## config.mk

```make
export PLATFORM = sky130hd
export DESIGN_NAME = multdiv4_ctrl
export DESIGN_NICKNAME = d
export VERILOG_FILES = /design/src/rtl/multdiv_pkg.sv /design/src/rtl/multdiv4_ctrl_div_step.sv /design/src/rtl/multdiv4_ctrl.sv
export SDC_FILE = /design/constraint.sdc
export NUM_CORES = 1
export LEC_CHECK = 0
export ABC_AREA = 1
export CORE_MARGIN = 10
export CORE_UTILIZATION = 53
export DETAILED_ROUTE_END_ITERATION = 7
export PLACE_DENSITY = 0.81
export SYNTH_ARGS = -nofsm -noshare
export SYNTH_HDL_FRONTEND = slang
export SYNTH_SLANG_ARGS = --single-unit
export TNS_END_PERCENT = 10
```

## constraint.sdc

```tcl
create_clock -name clock -period 1.6 [get_ports clock]
set_input_delay 0.16 -clock clock [delete_from_list [all_inputs] [get_ports clock]]
set_output_delay 0.16 -clock clock [all_outputs]
set_load 0.02 [all_outputs]
```

## src/rtl/multdiv_pkg.sv

```systemverilog
// Shared types and constants for the 4-bit multiply/divide controller.
// Holds the FSM state encoding, operand width and the signed-magnitude helper.
package multdiv_pkg;

    localparam int MD_WIDTH = 4;
    localparam logic [MD_WIDTH-1:0] MD_MOST_NEG = 4'h8;

    typedef enum logic [2:0] {
        ST_IDLE,
        ST_MUL_WAIT,
        ST_DIV_CHECK,
        ST_DIV_RUN,
        ST_DIV_FIX
    } state_t;

    // Magnitude of a two's complement value; the most-negative value maps to 4'b1000.
    function automatic logic [MD_WIDTH-1:0] md_abs(input logic [MD_WIDTH-1:0] v);
        return v[MD_WIDTH-1] ? -v : v;
    endfunction

endpackage

```

## src/rtl/multdiv4_ctrl_div_step.sv

```systemverilog
// One restoring-division iteration: shift in a dividend bit, trial-subtract the divisor.
// Purely combinational, zero latency, no flow control.
module div_step #(
    parameter int WIDTH = 4
) (
    input  logic [WIDTH:0]   rem_in,
    input  logic             din,
    input  logic [WIDTH-1:0] divisor,
    output logic [WIDTH:0]   rem_next,
    output logic             q_bit
);

    logic [WIDTH+1:0] shifted;
    logic [WIDTH+1:0] trial;

    // The partial remainder stays below the divisor, so the extra top bit of the
    // trial difference is a reliable sign bit.
    assign shifted  = {rem_in, din};
    assign trial    = shifted - {2'b00, divisor};
    assign q_bit    = ~trial[WIDTH+1];
    assign rem_next = q_bit ? trial[WIDTH:0] : shifted[WIDTH:0];

endmodule

```

## src/rtl/multdiv4_ctrl.sv

```systemverilog
// Multiply/divide issue stage: multiply completes MULT_WAIT+1 edges after accept, divide WIDTH+2 (2 for special cases).
// No backpressure: requests are sampled only in IDLE and dropped otherwise; completion is a one-cycle pulse.
module multdiv4_ctrl
    import multdiv_pkg::*;
#(
    parameter int WIDTH     = MD_WIDTH,
    parameter int MULT_WAIT = 1
) (
    input  logic             clock,
    input  logic             reset,
    input  logic [WIDTH-1:0] data_operandA,
    input  logic [WIDTH-1:0] data_operandB,
    input  logic             ctrl_MULT,
    input  logic             ctrl_DIV,
    output logic [WIDTH-1:0] mul_a,
    output logic [WIDTH-1:0] mul_b,
    input  logic [WIDTH-1:0] mul_out,
    input  logic             mul_ovf,
    output logic [WIDTH-1:0] data_result,
    output logic             data_exception,
    output logic             data_resultRDY,
    output logic             busy
);

    localparam int CW = (MULT_WAIT < 1) ? 1 : $clog2(MULT_WAIT + 1);
    localparam int SW = (WIDTH < 2) ? 1 : $clog2(WIDTH);

    state_t           state, state_n;
    logic [WIDTH-1:0] op_a, op_b;
    logic [CW-1:0]    wait_cnt;
    logic [SW-1:0]    step_cnt;
    logic [WIDTH-1:0] dvd, dvs, quo;
    logic [WIDTH:0]   rem, rem_nx;
    logic             q_bit, q_neg, fix_exc;
    logic             div_zero, div_ovf, wait_done, run_done;

    assign mul_a     = op_a;
    assign mul_b     = op_b;
    assign busy      = (state != ST_IDLE);
    assign div_zero  = (op_b == '0);
    assign div_ovf   = (op_a == MD_MOST_NEG) && (op_b == '1);
    assign wait_done = (wait_cnt == CW'(MULT_WAIT));
    assign run_done  = (step_cnt == SW'(WIDTH - 1));

    div_step #(.WIDTH(WIDTH)) u_div_step (
        .rem_in   (rem),
        .din      (dvd[WIDTH-1]),
        .divisor  (dvs),
        .rem_next (rem_nx),
        .q_bit    (q_bit)
    );

    always_ff @(posedge clock) begin
        if (reset) state <= ST_IDLE;
        else       state <= state_n;
    end

    always_comb begin
        state_n = state;
        case (state)
            ST_IDLE: begin
                if (ctrl_MULT)     state_n = ST_MUL_WAIT;
                else if (ctrl_DIV) state_n = ST_DIV_CHECK;
            end
            ST_MUL_WAIT:  if (wait_done) state_n = ST_IDLE;
            ST_DIV_CHECK: state_n = (div_zero || div_ovf) ? ST_DIV_FIX : ST_DIV_RUN;
            ST_DIV_RUN:   if (run_done) state_n = ST_DIV_FIX;
            ST_DIV_FIX:   state_n = ST_IDLE;
            default:      state_n = ST_IDLE;
        endcase
    end

    always_ff @(posedge clock) begin
        if (reset) begin
            op_a           <= '0;
            op_b           <= '0;
            wait_cnt       <= '0;
            step_cnt       <= '0;
            dvd            <= '0;
            dvs            <= '0;
            quo            <= '0;
            rem            <= '0;
            q_neg          <= 1'b0;
            fix_exc        <= 1'b0;
            data_result    <= '0;
            data_exception <= 1'b0;
            data_resultRDY <= 1'b0;
        end else begin
            data_resultRDY <= 1'b0;
            case (state)
                ST_IDLE: begin
                    if (ctrl_MULT || ctrl_DIV) begin
                        op_a     <= data_operandA;
                        op_b     <= data_operandB;
                        wait_cnt <= '0;
                        step_cnt <= '0;
                    end
                end
                ST_MUL_WAIT: begin
                    if (wait_done) begin
                        data_result    <= mul_out;
                        data_exception <= mul_ovf;
                        data_resultRDY <= 1'b1;
                    end else begin
                        wait_cnt <= wait_cnt + CW'(1);
                    end
                end
                ST_DIV_CHECK: begin
                    // Special cases park their answer in quo and finish through DIV_FIX unsigned.
                    q_neg <= 1'b0;
                    if (div_zero) begin
                        quo     <= '0;
                        fix_exc <= 1'b1;
                    end else if (div_ovf) begin
                        quo     <= MD_MOST_NEG;
                        fix_exc <= 1'b1;
                    end else begin
                        dvd      <= md_abs(op_a);
                        dvs      <= md_abs(op_b);
                        rem      <= '0;
                        quo      <= '0;
                        q_neg    <= op_a[WIDTH-1] ^ op_b[WIDTH-1];
                        fix_exc  <= 1'b0;
                        step_cnt <= '0;
                    end
                end
                ST_DIV_RUN: begin
                    rem      <= rem_nx;
                    dvd      <= dvd << 1;
                    quo      <= {quo[WIDTH-2:0], q_bit};
                    step_cnt <= step_cnt + SW'(1);
                end
                ST_DIV_FIX: begin
                    data_result    <= q_neg ? -quo : quo;
                    data_exception <= fix_exc;
                    data_resultRDY <= 1'b1;
                end
                default: ;
            endcase
        end
    end

endmodule

```

Word level (Yosys, flattened, before mapping)
Index checks and enable logic that the tools add are counted.
{ "totals": {"ff_bits": 39, "out_inout_bits": 15, "word_cells": 90} }
{ "op_classes": {"n_addsub": 6, "n_eq_ne": 13, "mux": 36, "n_bitwise": 4, "reduce_logical": 17} }
{ "ops": {"columns": ["cell", "n"], "rows": [
  ["$mux 4", 8],
  ["$pmux 4 s2", 3],
  ["$mux 3", 5],
  ["$mux 5", 3],
  ["$neg 4->4", 3],
  ["$pmux 3 s4", 1],
  ["$ne 2x2->1 const B", 5],
  ["$pmux 5 s2", 1],
  ["$reduce_and 3->1", 3],
  ["$eq 4x4->1 const B", 2],
  ["$mux 1", 8],
  ["$eq 3x2->1 const B", 2],
  ["$mux 2", 3],
  ["$pmux 1 s2", 3],
  ["$pmux 2 s3", 1],
  ["$reduce_and 2->1", 3],
  ["$reduce_bool 2->1", 3],
  ["$reduce_bool 3->1", 2],
  ["$sub 6x4->6", 1],
  ["$logic_not 4->1", 1],
  ["$reduce_and 4->1", 1],
  ["$eq 3x1->1 const B", 1],
  ["$eq 3x3->1 const B", 1],
  ["$logic_not 3->1", 1],
  ["other kinds (8)", 11]
]} }

Logic depth before layout (Yosys ltp)
{ "logic_depth": {"ltp_word": 5, "ltp_mapped": 11} }

Modules after synthesis
From an unflattened synthesis, not the netlist that was laid out.
{ "unflattened": {"cells_unflattened": 330, "hier_area_um2": 2242.2} }
{ "modules_own_cells": {"columns": ["module", "n_inst", "cells_each", "area_per_inst_um2", "seq_area_each_um2"], "rows": [
  ["multdiv4_ctrl", 1, 274, 1913.1, 780.7],
  ["div_step", 1, 56, 329.1, 0.0]
]} }

Least setup slack after synthesis
Ideal clock, no wire load.
{ "synth_timing": {"kind": "reg-to-reg", "start": "register dvd[3]", "end": "register rem[4]", "setup_time_ns": 0.132, "t_arrival_ns": 1.357, "slack_ns": 0.111, "stages_incl_launch_ff": 11, "path_buffers": 0, "cell_sequence": "dfxtp_1 > inv_1 > ha_1 > inv_1 > fa_1 > nand3_1 > nand3_1 > nand2_1 > nand3_1 > nand3_1 > a21oi_1"} }
{ "synth_via": {"elab_chain_cells": 3} }
{ "synth_lines": {"columns": ["item", "line_no", "rtl"], "rows": [
  ["start, declared", "multdiv4_ctrl.sv:32", "logic [WIDTH-1:0] dvd, dvs, quo;"],
  ["start signal, assigned", "multdiv4_ctrl.sv:118", "dvd <= md_abs(op_a);"],
  ["start signal, assigned", "multdiv4_ctrl.sv:129", "dvd <= dvd << 1;"],
  ["$sub 6x4->6", "multdiv4_ctrl_div_step.sv:19", "assign trial = shifted - {2'b00, divisor};"],
  ["$mux 5", "multdiv4_ctrl_div_step.sv:21", "assign rem_next = q_bit ? trial[WIDTH:0] : shifted[WIDTH:0];"],
  ["$pmux 5 s2", "multdiv4_ctrl.sv:90", "case (state)"],
  ["end signal, assigned", "multdiv4_ctrl.sv:128", "rem <= rem_nx;"],
  ["end, declared", "multdiv4_ctrl.sv:33", "logic [WIDTH:0] rem, rem_nx;"]
]} }
No other way between the ends.
A chain may end at the register's enable or synchronous reset.

Worst setup path in the final report
Same ends and word-level chain as after synthesis.

==> summary.txt <==
Critical path
  – Critical R2R Capture: rem[4]
  – CP Capture Type: register
  – Crit-path max FO: 3
  – Max stage delay cell, worst path: fa_2
  – Crit path from: dvd[3]
  – Worst R2R Path Depth: 11
  – Levels on crit path: 11
  – Worst-path cell chain: inv_2 > ha_4 > inv_2 > fa_2 > nand3_2 > nand2_1 > nand2_1 > nand2_1 > nand3_1 > nand3_2 > a21oi_2
  – WP data arrival: 1790 ps
  – Delay of the slowest critical-path stage: 400 ps
  – Setup slack, reg-to-reg: 40 ps
  – CP startpoint kind: register
  – Buf/Inv on CP: 2
  – CP delay by family, top: adder cells
  – Crit path top cell by count: nand2_1
  – FF-to-FF Start: dvd[3]
  – Kind of critical path: register to register
  – Worst path required time: 1830 ps

Yosys
  – Synthesized cell area: 2047 um2
  – #FFs+latches synth: 39
  – Yosys cell types: 33
  – Syn avg cell area: 7.132 um2
  – Yosys warns: 0
  – Total nets after synthesis: 314
  – Cells after Synth: 287
  – Part of the Yosys area used for sequential elements: 0.3814

Placement
  – GPL Wtd Cong: 0.8659
  – Dpl cell area: 2434 um2
  – Cells after DPL: 366
  – Post-DP HPWL: 3539 um
  – Port bufs: 31

Power
  – Leak pwr: 0.001099 uW
  – Tot Pwr: 4286 uW
  – Maximum VDD drop: 0.0009755 V
  – Cell Pwr Density: 1589 nW/um2

Global route
  – Pin count of the biggest net entering global routing: 21
  – Total global-route track usage: 0.1498
  – Antenna violations before repair: 0
  – Vias in the first global route: 1,862
  – Global route overflow: 0
  – Global-route wire length before repair: 8024 um

Timing
  – Minimum clock period: 1558 ps
  – Clock Skews: 8.741 ps
  – Final hold vios: 0
  – Worst rel slew slack: 0.6167
  – RSZ-0062 raised after global routing: true
  – Worst slew pin tran: 574.3 ps
  – Slew Limit Fails: 0
  – Final setup fails: 0
  – Final period utilization: 0.9735
  – Maximum clock rate: 642.0 MHz

Drt
  – Pre-Repair DR Iteration Count: 4
  – DR vias: 1,985
  – Number of remaining DRC errors: 0
  – Final wirelength: 4943 um
  – Via density: 5.265
  – Post-DR wirelength/cell: 13.11 um
  – Routed Antenna Nets: 0
  – First DRT Iteration DRCs: 112

Floorplan
  – Starting density of the core: 0.5550
  – Die Area: 6748 um2
  – Io pins: 32
  – Row Count: 22
  – Die height: 82.15 um
  – Core Footprint: 3689 um2
  – Die width: 82.15 um

Hold path
  – Worst hold endpoint: data_exception
  – Worst min path class: input port to register
  – WHS Path Cells: 3
  – Hold Crit Start: mul_ovf

CTS
  – CTS Sinks: 39
  – Clk Latency, worst-skew pair: 300 ps
  – CTS tree: done
  – Max clock buf depth: 2
  – Inserted Clock Buffers: 5
  – CTS Root Cell: clkbuf_8
  – H-tree levels: 2
  – Clock slew at reported path FFs: 80 ps
  – Hold-fix buffers at CTS: 0

Finish
  – Non-Filler Instances: 377
  – Nets: 355
  – Area Growth Syn to Fin: 31.72%
  – # fillers: 289
  – Register area: 793.3 um2
  – Fin area: 2696 um2
  – Multi-input gate area: 1191 um2
  – Commonest non-fill, non-tap cell in the layout: nand2_1
  – Share of layout cells above drive strength 1: 0.2249
  – Diode count: 0
  – Most frequent cells in the layout: nand2_1 (57), dfxtp_1 (29), clkdlybuf4s50_1 (29)

Run status
  – Run status: finished clean

Job
  – Max_cap viols: 0
## state kept, by name, indices dropped and copies added, names as in the netlist, 2 cells and up
signal	cells
step_cnt	2
mul_a	4
rem	5
dvs	4
data_result	4
quo	4
state	3
dvd	4
mul_b	4
## final cells by class
| cell class | instances | area share |
|---|---|---|
| clock buffers | 7 | 0.03573 |
| clock inverters | 1 | 0.002784 |
| inverters | 41 | 0.05986 |
| multi-input cells | 200 | 0.4418 |
| flip-flops and latches | 39 | 0.2942 |
| well taps | 48 | 0.02227 |
| repair buffers | 41 | 0.1434 |
## worst min-delay path: stages
cell             delay (ps)
clkdlybuf4s50_1         400
nand2_1                  60
a31oi_1                  70
## synthesized netlist by cell type
cell / count / area share
a211oi_2: 1 / 0.0061
a21oi_1: 30 / 0.073
a31oi_1: 4 / 0.012
and2_4: 1 / 0.0043
and3_1: 1 / 0.0031
buf_2: 2 / 0.0049
buf_6: 1 / 0.0055
clkbuf_1: 4 / 0.0073
dfxtp_1: 39 / 0.38
fa_1: 1 / 0.0098
ha_1: 9 / 0.055
inv_1: 29 / 0.053
inv_2: 12 / 0.022
nand2_1: 63 / 0.12
nand2_2: 4 / 0.012
nand3_1: 23 / 0.056
nand3_2: 1 / 0.0049
nand3b_1: 2 / 0.0073
nand4_1: 6 / 0.018
nor2_1: 15 / 0.028
nor2_4: 1 / 0.0055
nor3_1: 1 / 0.0024
nor3_2: 1 / 0.0049
nor3_4: 1 / 0.0079
o2111ai_1: 1 / 0.0043
o21ai_0: 14 / 0.034
o21ai_1: 11 / 0.027
o21ai_2: 1 / 0.0043
o221ai_1: 1 / 0.0043
o22ai_1: 1 / 0.0031
or2_1: 3 / 0.0092
xnor2_1: 1 / 0.0043
xor2_1: 2 / 0.0086
## cells by family (layout without fill, tap and decap cells)
logic type,Yosys count,after routing,synth area share
XOR/XNOR,3,3,0.01284
AND/OR/NAND/NOR,123,123,0.2793
flip-flops,39,39,0.3814
adder cells (fa/ha/maj),10,10,0.06479
AO/OA/AOI/OAI,64,64,0.1687
buffers and inverters,48,90,0.09290
## per-stage QoR
step	setup TNS (ps)	hold WS, ps	worst slack [ps]	util
detailed placement	0	447.7	25.19	0.6598
global placement	0	435.3	62.56	0.6598
CTS	0	440.5	0.5551	0.6876
floorplan	0	321.2	110.7	-
finish	0	443.3	42.46	0.7310
global route	-203.7	444.5	-47.80	0.7310
## report_power, final
group	switching, uW	internal (uW)
Combinational	1300	890
Sequential	166	1180
Clock	355	392
Total	1820	2470
## metal layers
layer | routed length (um) | up-vias | global-route usage | share of wire
met2 | 2397 | 49 | 0.2531 | 0.48
li1 | - | 1029 | - | -
met1 | 2115 | 899 | 0.1675 | 0.43
met3 | 341 | 8 | 0.05832 | 0.069
met4 | 88 | 0 | 0.05612 | 0.018
met5 | 0 | - | 0 | 0
## repair_timing
action,in CTS,in global routing
pin swaps,0,14
setup buffers,0,3
endpoints found under the setup margin,1,15
resized for setup,1,41
## worst max-delay path by stage
stage,slack (ps),to
floorplan,110,rem[4]
global placement,60,rem[1]
detailed placement,30,rem[0]
CTS,0.6,rem[4]
global route,-50,rem[3]
finish,40,rem[4]
(Power assumes the default switching activity.)
